$ cat config.mk
export PLATFORM = sky130hd
export DESIGN_NAME = seq_divider_32
export DESIGN_NICKNAME = d
export VERILOG_FILES = /design/src/rtl/seq_divider_pkg.sv /design/src/rtl/seq_divider_32_div_step.sv /design/src/rtl/seq_divider_32.sv
export SDC_FILE = /design/constraint.sdc
export NUM_CORES = 1
export LEC_CHECK = 0
export CAP_MARGIN = 5
export CORE_MARGIN = 2
export CORE_UTILIZATION = 55
export DETAILED_ROUTE_END_ITERATION = 8
export PLACE_DENSITY = 0.84
export SETUP_SLACK_MARGIN = 0.2
export SYNTH_ARGS = -nofsm -noshare
export SYNTH_HDL_FRONTEND = slang
export SYNTH_SLANG_ARGS = --single-unit
$ cat constraint.sdc
create_clock -name clk -period 4.2 [get_ports clk]
set_clock_uncertainty 0.05 [all_clocks]
set_input_delay 0.42 -clock clk [delete_from_list [all_inputs] [get_ports clk]]
set_output_delay 0.42 -clock clk [all_outputs]
set_load 0.01 [all_outputs]
$ cat src/rtl/seq_divider_pkg.sv
// Shared encodings and constants for the RV32M sequential divider.
package seq_divider_pkg;

    localparam int unsigned DIV_XLEN  = 32;
    localparam int unsigned DIV_CNT_W = 6;
    localparam logic [31:0] INT_MIN   = 32'h8000_0000;

    typedef enum logic [1:0] {
        OP_DIV  = 2'b00,
        OP_DIVU = 2'b01,
        OP_REM  = 2'b10,
        OP_REMU = 2'b11
    } op_t;

    typedef enum logic [1:0] {
        IDLE = 2'b00,
        CALC = 2'b01,
        FIX  = 2'b10,
        DONE = 2'b11
    } state_t;

    function automatic logic op_is_signed(input op_t op);
        return (op == OP_DIV) || (op == OP_REM);
    endfunction

    function automatic logic op_is_rem(input op_t op);
        return (op == OP_REM) || (op == OP_REMU);
    endfunction

endpackage

$ cat src/rtl/seq_divider_32_div_step.sv
// One combinational restoring-division step: shift {rem,quo} left, trial-subtract the divisor.
module div_step #(
    parameter int unsigned XLEN = 32
) (
    input  logic [XLEN-1:0] rem_in,
    input  logic [XLEN-1:0] quo_in,
    input  logic [XLEN-1:0] divisor,
    output logic [XLEN-1:0] rem_out,
    output logic [XLEN-1:0] quo_out
);

    logic [XLEN:0] w_rem_sh;
    logic [XLEN:0] w_diff;
    logic          w_borrow;

    assign w_rem_sh = {rem_in, quo_in[XLEN-1]};
    // rem_in < divisor keeps w_rem_sh < 2*divisor, so bit XLEN of the difference is exactly the borrow
    assign w_diff   = w_rem_sh - {1'b0, divisor};
    assign w_borrow = w_diff[XLEN];

    assign rem_out  = w_borrow ? w_rem_sh[XLEN-1:0] : w_diff[XLEN-1:0];
    assign quo_out  = {quo_in[XLEN-2:0], ~w_borrow};

endmodule

$ cat src/rtl/seq_divider_32.sv
// Radix-2 restoring divider for DIV/DIVU/REM/REMU with valid/ready on request and result.
// Define SEQ_DIVIDER_EARLY_EXIT_EN to skip the dividend's leading zeros before iterating.
module seq_divider_32
    import seq_divider_pkg::*;
#(
    parameter int unsigned XLEN  = DIV_XLEN,
    parameter int unsigned CNT_W = DIV_CNT_W
) (
    input  logic            clk,
    input  logic            rst_n,
    input  logic            req_valid,
    output logic            req_ready,
    input  logic [1:0]      req_op,
    input  logic [XLEN-1:0] req_a,
    input  logic [XLEN-1:0] req_b,
    output logic            rsp_valid,
    input  logic            rsp_ready,
    output logic [XLEN-1:0] rsp_data,
    output logic            busy
);

    localparam logic [XLEN-1:0]  L_INT_MIN = XLEN'(INT_MIN);
    localparam logic [CNT_W-1:0] L_ITER    = CNT_W'(XLEN);

    state_t            r_state, w_state_nxt;
    op_t               r_op, w_op_nxt;
    logic              r_sign_a, w_sign_a_nxt;
    logic              r_sign_b, w_sign_b_nxt;
    logic [XLEN-1:0]   r_rem, w_rem_nxt;
    logic [XLEN-1:0]   r_quo, w_quo_nxt;
    logic [XLEN-1:0]   r_div, w_div_nxt;
    logic [CNT_W-1:0]  r_cnt, w_cnt_nxt;
    logic [XLEN-1:0]   r_rsp_data, w_rsp_data_nxt;
    logic              r_rsp_valid, w_rsp_valid_nxt;
    logic              r_req_ready, w_req_ready_nxt;
    logic              r_busy, w_busy_nxt;

    op_t               w_op;
    logic              w_sign_a, w_sign_b, w_div0, w_ovf;
    logic [XLEN-1:0]   w_abs_a, w_abs_b;
    logic [XLEN-1:0]   w_step_rem, w_step_quo;
    logic [XLEN-1:0]   w_fix_quo, w_fix_rem;

    assign w_op     = op_t'(req_op);
    assign w_sign_a = op_is_signed(w_op) & req_a[XLEN-1];
    assign w_sign_b = op_is_signed(w_op) & req_b[XLEN-1];
    assign w_abs_a  = w_sign_a ? (~req_a + XLEN'(1)) : req_a;
    assign w_abs_b  = w_sign_b ? (~req_b + XLEN'(1)) : req_b;
    assign w_div0   = (req_b == '0);
    assign w_ovf    = op_is_signed(w_op) && (req_a == L_INT_MIN) && (req_b == '1);

    // Signs are cleared for unsigned ops and special cases, so no op check is needed here
    assign w_fix_quo = (r_sign_a ^ r_sign_b) ? (~r_quo + XLEN'(1)) : r_quo;
    assign w_fix_rem = r_sign_a ? (~r_rem + XLEN'(1)) : r_rem;

`ifdef SEQ_DIVIDER_EARLY_EXIT_EN
    function automatic logic [CNT_W-1:0] f_lzc(input logic [XLEN-1:0] v);
        logic [CNT_W-1:0] n;
        logic             found;
        n     = '0;
        found = 1'b0;
        for (int i = int'(XLEN) - 1; i >= 0; i--) begin
            if (!found) begin
                if (v[i]) found = 1'b1;
                else      n     = n + CNT_W'(1);
            end
        end
        return n;
    endfunction

    logic [CNT_W-1:0] w_lz;
    assign w_lz = f_lzc(w_abs_a);
`endif

    div_step #(.XLEN(XLEN)) u_step (
        .rem_in  (r_rem),
        .quo_in  (r_quo),
        .divisor (r_div),
        .rem_out (w_step_rem),
        .quo_out (w_step_quo)
    );

    always_ff @(posedge clk or negedge rst_n) begin
        if (!rst_n) begin
            r_state     <= IDLE;
            r_op        <= OP_DIV;
            r_sign_a    <= 1'b0;
            r_sign_b    <= 1'b0;
            r_rem       <= '0;
            r_quo       <= '0;
            r_div       <= '0;
            r_cnt       <= '0;
            r_rsp_data  <= '0;
            r_rsp_valid <= 1'b0;
            r_req_ready <= 1'b1;
            r_busy      <= 1'b0;
        end else begin
            r_state     <= w_state_nxt;
            r_op        <= w_op_nxt;
            r_sign_a    <= w_sign_a_nxt;
            r_sign_b    <= w_sign_b_nxt;
            r_rem       <= w_rem_nxt;
            r_quo       <= w_quo_nxt;
            r_div       <= w_div_nxt;
            r_cnt       <= w_cnt_nxt;
            r_rsp_data  <= w_rsp_data_nxt;
            r_rsp_valid <= w_rsp_valid_nxt;
            r_req_ready <= w_req_ready_nxt;
            r_busy      <= w_busy_nxt;
        end
    end

    always_comb begin
        w_state_nxt     = r_state;
        w_op_nxt        = r_op;
        w_sign_a_nxt    = r_sign_a;
        w_sign_b_nxt    = r_sign_b;
        w_rem_nxt       = r_rem;
        w_quo_nxt       = r_quo;
        w_div_nxt       = r_div;
        w_cnt_nxt       = r_cnt;
        w_rsp_data_nxt  = r_rsp_data;
        w_rsp_valid_nxt = r_rsp_valid;

        case (r_state)
            IDLE: begin
                if (req_valid) begin
                    w_op_nxt     = w_op;
                    w_sign_a_nxt = w_sign_a;
                    w_sign_b_nxt = w_sign_b;
                    w_div_nxt    = w_abs_b;
                    w_rem_nxt    = '0;
                    w_quo_nxt    = w_abs_a;
                    w_cnt_nxt    = L_ITER;
                    w_state_nxt  = CALC;
                    // Special cases preload the final quotient/remainder and only need the select in FIX
                    if (w_div0) begin
                        w_sign_a_nxt = 1'b0;
                        w_sign_b_nxt = 1'b0;
                        w_quo_nxt    = '1;
                        w_rem_nxt    = req_a;
                        w_cnt_nxt    = '0;
                        w_state_nxt  = FIX;
                    end else if (w_ovf) begin
                        w_sign_a_nxt = 1'b0;
                        w_sign_b_nxt = 1'b0;
                        w_quo_nxt    = L_INT_MIN;
                        w_rem_nxt    = '0;
                        w_cnt_nxt    = '0;
                        w_state_nxt  = FIX;
                    end else begin
`ifdef SEQ_DIVIDER_EARLY_EXIT_EN
                        w_quo_nxt = w_abs_a << w_lz;
                        w_cnt_nxt = L_ITER - w_lz;
                        if (w_lz == L_ITER) w_state_nxt = FIX;
`endif
                    end
                end
            end
            CALC: begin
                w_rem_nxt = w_step_rem;
                w_quo_nxt = w_step_quo;
                w_cnt_nxt = r_cnt - CNT_W'(1);
                if (r_cnt == CNT_W'(1)) w_state_nxt = FIX;
            end
            FIX: begin
                w_rsp_data_nxt  = op_is_rem(r_op) ? w_fix_rem : w_fix_quo;
                w_rsp_valid_nxt = 1'b1;
                w_state_nxt     = DONE;
            end
            DONE: begin
                if (rsp_ready) begin
                    w_rsp_valid_nxt = 1'b0;
                    w_state_nxt     = IDLE;
                end
            end
            default: w_state_nxt = IDLE;
        endcase

        w_req_ready_nxt = (w_state_nxt == IDLE);
        w_busy_nxt      = (w_state_nxt != IDLE);
    end

    assign req_ready = r_req_ready;
    assign rsp_valid = r_rsp_valid;
    assign rsp_data  = r_rsp_data;
    assign busy      = r_busy;

endmodule
Yosys cells after proc, flatten, opt, wreduce, memory -nomap -nowiden

Cells that the tools add are included.

Output and inout bits: 35
Word-level logic and storage cells: 80
Flip-flop bits (word level): 143
Bits of input ports: 70

Equality and inequality tests: 11
Reductions and logical operators: 14
Mux-type cells: 29
Add/subtract/negate cells: 6
Bitwise logic cells: 8

Operator list:

| kind                    | number |
|---|---|
| $mux W32                | 11 |
| $add A32 B1 Y32 const B | 4 |
| $not A32 Y32            | 4 |
| $pmux W32 S2            | 2 |
| $eq A32 B32 Y1 const B  | 2 |
| $sub A33 B32 Y33        | 1 |
| $logic_not A32 Y1       | 1 |
| $mux W6                 | 3 |
| $pmux W6 S2             | 1 |
| $eq A2 B2 Y1 const B    | 5 |
| $mux W2                 | 5 |
| $pmux W2 S4             | 1 |
| $eq A6 B1 Y1 const B    | 1 |
| $logic_not A2 Y1        | 3 |
| $reduce_and A2 Y1       | 3 |
| $reduce_bool A2 Y1      | 3 |
| $sub A6 B1 Y6 const B   | 1 |
| $mux W1                 | 5 |
| $ne A2 B2 Y1 const B    | 2 |
| $and A1 B1 Y1           | 2 |
| $eq A2 B1 Y1 const B    | 1 |
| $logic_and A1 B1 Y1     | 2 |
| $logic_or A1 B1 Y1      | 2 |
| $pmux W1 S2             | 1 |
| 2 further kinds         | 2 |

Depth between registers and ports, before layout

Gate-level depths: netlist of the first run.

Depth in word-level cells: 9
Gate-level depth with buffers: 13

Hierarchy

Synthesis of the first run repeated with hierarchy kept, for this count alone.

Cells, all modules: 1362
Area total of the unflattened synthesis: 11427.2 um^2

By module, submodules not included:

| module         | area each (um^2) | times used | cells an instance |
|---|---|---|---|
| seq_divider_32 | 8938.6           | 1          | 1020 |
| div_step       | 2488.6           | 1          | 342 |

Worst setup path after synthesis of the first run

OpenSTA, ideal clock, no wires.

Path type: register to register
From: register r_rem[24]
To: register r_rem[26]
Data required time: 4.031 ns
Setup time: 0.119 ns
Buffers on the path: 3
Stages on the path, launching flop included: 13
Setup slack: 0.963 ns
Period minus slack after synthesis: 3.237 ns
Data arrival time: 3.068 ns
Cells stage by stage: dfrtp_1 > ha_1 > clkbuf_1 > and2_1 > nand3_1 > or3_1 > nor3_1 > a2111o_1 > o211a_1 > clkbuf_1 > clkbuf_1 > nand2_1 > o21a_1

Word-level cells in the longest chain between the ends: 3

RTL lines:

| item                     | line                          | source |
|---|---|---|
| start: declaration       | seq_divider_32.sv:29          | `logic [XLEN-1:0] r_rem, w_rem_nxt;` |
| start signal: assignment | seq_divider_32.sv:102         | `r_rem <= w_rem_nxt;` |
| $sub A33 B32 Y33         | seq_divider_32_div_step.sv:18 | `assign w_diff = w_rem_sh - {1'b0, divisor};` |
| $mux W32                 | seq_divider_32_div_step.sv:21 | `assign rem_out = w_borrow ? w_rem_sh[XLEN-1:0] : w_diff[XLEN-1:0];` |
| $pmux W32 S2             | seq_divider_32.sv:125         | `case (r_state)` |

No other way between the ends.
A chain may end at the register's enable or synchronous reset.

Worst setup path after layout of the first run

From: register r_rem[0]
To: register r_rem[6]

Same word-level chain as after synthesis.

==> impl_results.md, run 1 <==
- Post-CTS setup buffers: 0
- Total grt overflow: 0
- Final hold viol count: 0
- Post-synth EDFFs: 0
- Multi-input gate area: 6950 um^2
- RSZ-0062 raised after global routing: false
- CTS Buffer Depth: 2
- Sequential area share after synthesis: 0.321
- PD cells: 923 nW/um^2
- Top-count cell post-synth: nand2_1
- Insertion delay of the later-clocked pin in the worst-skew pair: 0.43 ns
- Met2 usage: 0.477
- Period utilization: 0.853
- Max-slew headroom: 0.134
- Max FO, Critical Path: 19
- Ant. Diodes: 0
- Max_cap viols: 0
- Starting Density: 0.565
- CP max stage cell: dfrtp_1
- Final min period: 3.58 ns
- Routed Wire Length: 30.9 mm
- CTS Buf Count: 17
- Critical path launch point type: register
- Endpoint of the worst register-to-register path: r_rem[6]
- Data arrival, critical path: 3.81 ns
- Filler cell count: 1667
- Logic depth of the worst setup path including buffers: 11
- Crit path top cell by count: a21oi_1
- Reg clk slew, reported paths: 0.06 ns
- Layer carrying the most global-route usage: met2
- Required @ worst endpoint: 4.43 ns
- Clock Sinks: 142
- Synth Cell Area: 11100 um^2
- Largest net degree at the start of global routing: 65
- Std cell rows: 51
- Buffers on Ports: 104
- Worst Path Class, Setup: reg -> reg
- Detailed Route Iter0 Violations: 1186
- Flop-to-flop setup slack: 0.62 ns
- Post-DP HPWL: 23.0 mm
- Area after DPL: 12300 um^2
- CTS tree: done
- Fmax: 279 MHz
- # IOs: 105
- Count of placed standard cells including taps: 1707
- Worst min path class: in -> async
- Non-filler cells, final: 1740
- Pin slew with the least headroom to its limit: 1.29 ns
- Setup TNS: 0 ns
- P&R area growth vs syn: 16.9%
- H-tree levels: 4
- Vias per std cell: 6.18
- Syn nets: 1502
- CP peak stage delay: 0.50 ns
- Leakage: 5.37 nW
- Initial antenna violation count: 0
- Number of global-route vias before repair: 10100
- Gr usage total: 0.294
- Worst path cell trace: inv_1 > fa_1 > nand2b_1 > a21oi_1 > o211ai_1 > a21oi_1 > a2111o_1 > o211a_1 > buf_4 > mux2i_1 > o21ai_0
- Max Slew Vio Count: 0
- Clk Tree Root Cell: clkbuf_16
- Synthesized area per cell: 7.95 um^2
- DR pass1 iterations: 7
- Core Footprint: 19600 um^2
- Ys Warns: 0
- Placer Congestion: 0.922
- Synth Flop Type: dfrtp_1
- Met3 GRT Util: 0.0511
- Sequential Area: 3550 um^2
- Critical path's top delay family: compound AO/OA/AOI/OAI gates
- Wirelength per Cell: 17.7 um
- Buf+Inv Stages, Crit Path: 2
- Post-Layout Inst Area: 12900 um^2
- CP Capture Type: register
- Worst reg-to-reg path cell count: 11
- Antenna Nets Post-Route: 0
- Die Span Y: 146 um
- Die W: 146 um
- Synth unique cells: 68
- # DRC: 0
- Status: finished clean
- Met1 Resource Use GR: 0.392
- Peak VDD IR: 390 uV
- Share of the synthesized area in the top cell type: 0.319
- Asr flop ratio synth: 1.00
- Synth cell count leaders: 190 x nand2_1, 174 x o21ai_0, 141 x dfrtp_1, 95 x a21oi_1, 93 x nor2_1
- Share of layout cells above drive strength 1: 0.0590
- Gate Count Post-Synth: 1392
- Final net count: 1572
- Reg2Reg Launch Point: r_rem[0]
- Worst Setup SP: r_rem[0]
- Synth area leaders: dfrtp_1 32%, o21ai_0 7.9%, nand2_1 6.4%
- Finish-stage setup viols: 0
- Yosys top cell by area: dfrtp_1
- Full die area: 21300 um^2
- Via count: 10800
- Count of state elements after synthesis: 142
- First-pass GRT wire length: 51.1 mm
report_power, final:
part           total, W  switching (W)  internal (W)
combinational   0.00739        0.00427       0.00312
clock           0.00160       0.000584       0.00102
sequential      0.00294       0.000867       0.00208
worst max path at each step:
stage / to / slack, ns
after floorplan: r_rem[26] / 0.96
after global placement: r_quo[29] / 0.50
after detailed placement: r_quo[29] / 0.46
after CTS: r_rem[6] / 0.72
after global routing: r_rem[6] / 0.49
final: r_rem[6] / 0.62
through the flow:
stage	utilization	hold WS (ns)	worst slack (ns)	power, W
after floorplan	-	0.0744	0.963	0.00814
after global placement	0.628	0.313	0.503	0.00989
after detailed placement	0.628	0.309	0.460	0.0101
after CTS	0.660	0.432	0.722	0.0118
after global routing	0.660	0.452	0.485	0.0129
final	0.660	0.418	0.618	0.0119
area by class of cell:
cell class,count,area share
Inverter,58,0.0168
Multi-Input combinational cell,1112,0.538
Sequential cell,142,0.275
Clock inverter,11,0.0127
Tap cell,265,0.0256
Clock buffer,21,0.0356
Timing Repair Buffer,131,0.0965
repair_timing:
item                                   CTS  global route
resized for setup                        0             0
hold buffers                             1             0
endpoints found under the hold margin   45             0
cells in the final DEF, fill, tap and decap left out, types with 8 or more instances in the layout:
cell,count
a211oi_1,10
a21oi_1,95
a221oi_1,18
a22oi_1,8
a31oi_1,17
and3_1,19
buf_4,26
clkbuf_16,17
clkdlybuf4s50_1,103
dfrtp_1,141
ha_1,39
inv_1,58
mux2i_1,25
nand2_1,189
nand2b_1,10
nand3_1,18
nand4_1,13
nor2_1,92
nor3_1,39
nor4_1,14
o211ai_1,10
o21a_1,8
o21ai_0,174
o221ai_1,8
o31ai_1,36
o41ai_1,13
or3_1,9
or4_1,18
xnor2_1,66
xor2_1,75
logic make-up after synthesis:
logic type,count (synthesis),share of synthesized area
adder cells (fa/ha/maj),40,0.0459
multiplexers,28,0.0257
buffers and inverters,138,0.0515
flip-flops,142,0.321
AND/OR/NAND/NOR,464,0.199
XOR/XNOR,141,0.112
AO/OA/AOI/OAI,439,0.245
flip-flops by register name, indices dropped and copies added, names as in the netlist:
register,cells
r_cnt,6
r_rem,32
req_ready,1
r_sign_a,1
r_state,2
r_op,1
r_div,32
r_sign_b,1
busy,1
rsp_data,32
r_quo,32
rsp_valid,1
layer usage:
layer	vias to the layer above	wire length [um]	share of wire
li1	5166	-	-
met1	5046	13200	0.43
met2	469	14300	0.46
met3	77	2280	0.074
met4	0	1100	0.036
met5	-	0	0
Power figures use the tool's default switching activity.
==> run 2: changes to the inputs <==
- CAP_MARGIN: 5 -> default
- SKIP_LAST_GASP: default -> 1
- SLEW_MARGIN: default -> 25
==> run 2 against run 1 <==
  * Combinational power is 1% higher
  * Clock power barely moved
  * Maximum frequency fell by 1.4%
  * Die area did not move
  * Power increased by 1.0%
  * Via count grew 1.3%
  * Final area hardly changed
  * Critical path type unchanged
==> impl_results.md, run 2 (synthesis results as in run 1) <==
- Core Util, Final: 0.661
- Max_cap viols: 0
- Antenna Nets Post-Route: 0
- Final hold viol count: 0
- Starting Density: 0.565
- Setup TNS: 0 ns
- Via count: 10900
- CTS Buf Count: 17
- Gr usage total: 0.303
- Vias per std cell: 6.26
- Post-cts gate resize count: 0
- Post-DP HPWL: 23.1 mm
- Seq pwr share: 0.245
- Final WS setup: 0.569 ns
- H-tree levels: 4
- Share of layout cells above drive strength 1: 0.0603
- # IOs: 105
- CTS Buffer Depth: 2
- Max-slew headroom: 0.389
- Routed Wire Length: 31.7 mm
- Std cell rows: 51
- Peak VDD IR: 426 uV
- Flop-to-flop setup slack: 0.57 ns
- Final min period: 3.63 ns
- Count of placed standard cells including taps: 1707
- First-pass GRT wire length: 52.5 mm
- Total grt overflow: 0
- Full die area: 21300 um^2
- DR pass1 iterations: 6
- Switching part of the total: 0.485
- PD cells: 932 nW/um^2
- Critical path launch point type: register
- Fmax: 275 MHz
- Filler cell count: 1676
- Core Footprint: 19600 um^2
- Endpoint of the worst register-to-register path: r_rem[13]
- Reg clk slew, reported paths: 0.06 ns
- P&R area growth vs syn: 17.0%
- Period utilization: 0.865
- Placer Congestion: 0.922
- Detailed Route Iter0 Violations: 1048
- Power Total: 0.0121 W
- Non-filler cells, final: 1740
- Reg2Reg Launch Point: r_rem[0]
- Insertion delay of the later-clocked pin in the worst-skew pair: 0.43 ns
- Worst reg-to-reg path cell count: 11
- Status: finished clean
- Required @ worst endpoint: 4.43 ns
- CTS tree: done
- # DRC: 0
- Worst Path Class, Setup: reg -> reg
- Leakage: 5.37 nW
- Clock Sinks: 142
- Final net count: 1572
- P_sw: 0.00584 W
- Dpl ws: 0.472 ns
- Buffers on Ports: 104
- Pin slew with the least headroom to its limit: 0.916 ns
- Finish-stage setup viols: 0
- Initial antenna violation count: 0
- Clk Tree Root Cell: clkbuf_16
- Internal power: 0.00622 W
- Largest net degree at the start of global routing: 65
- CP Capture Type: register
- Clk network pwr share: 0.133
- Max Slew Vio Count: 0
- Number of global-route vias before repair: 10400
- Max FO, Critical Path: 19
- Die Span Y: 146 um
- Ant. Diodes: 0
- Wirelength per Cell: 18.2 um
- Worst min path class: in -> async
- RSZ-0062 raised after global routing: false
- Commonest non-fill, non-tap cell in the layout: nand2_1
- Most frequent cells in the layout: 189 x nand2_1, 174 x o21ai_0, 141 x dfrtp_1, 103 x clkdlybuf4s50_1, 95 x a21oi_1
- Die W: 146 um
- Combinational fraction of design power: 0.622
- Data arrival, critical path: 3.86 ns
-- run 2: changes by cell type in the layout (fill, tap and decap cells not counted) --
cell,change
nand2_2,-1
nand2_4,+1
nor2_1,-1
nor2_2,+1
nor2b_1,-1
nor2b_2,+1
-- run 2: cell type report --
cell class,count,area (um^2),area share
clock buffers,21,460,0.0356
clock inverters,11,164,0.0127
inverters,58,218,0.0168
multi-input cells,1112,6960,0.538
flip-flops and latches,142,3550,0.275
well taps,265,332,0.0256
repair buffers,131,1250,0.0964
-- run 2: timing repair --
action,in CTS,in global routing
hold buffers,1,0
hold endpoints to repair,45,0
setup buffers,0,0
-- run 2: worst max path at each step --
stage / start / end / slack [ns] / cells after the start
finish: r_rem[0] / r_rem[13] / 0.57 / 11
CTS: r_rem[0] / r_rem[13] / 0.65 / 11
global placement: req_a[18] / r_quo[29] / 0.50 / 9
detailed placement: req_a[18] / r_quo[29] / 0.47 / 9
floorplan: r_rem[24] / r_rem[26] / 0.96 / 12
global route: r_rem[0] / r_rem[13] / 0.39 / 11
-- run 2: per-stage QoR --
step	area, um^2	hold WS (ns)
after CTS	12900	0.433
after global placement	12300	0.313
after floorplan	11100	0.0744
after detailed placement	12300	0.312
after global routing	12900	0.445
final	12900	0.423
-- run 2: power by group through the flow --
stage / sequential (W) / combinational, W / clock (W)
after floorplan: 0.00269 / 0.00545 / 0
after global placement: 0.00289 / 0.00700 / 0
after detailed placement: 0.00293 / 0.00719 / 0
after CTS: 0.00291 / 0.00736 / 0.00161
after global routing: 0.00306 / 0.00832 / 0.00167
final: 0.00295 / 0.00750 / 0.00161
-- run 2: metal layers --
metal	wire, um	track usage	vias up
li1	-	-	5164
met4	1470	0.146	0
met5	0	0	-
met3	2730	0.0586	110
met2	14700	0.494	544
met1	12800	0.387	5077
-- run 2: worst max-delay path: stages, from the launching register on --
cell and delay (ns):
dfrtp_1 0.49, inv_1 0.17, fa_1 0.48, nand2b_1 0.18, a21oi_1 0.31, o211ai_1 0.22
a21oi_1 0.37, a2111o_1 0.23, o211a_1 0.22, buf_4 0.33, mux2i_1 0.29, o22ai_1 0.14
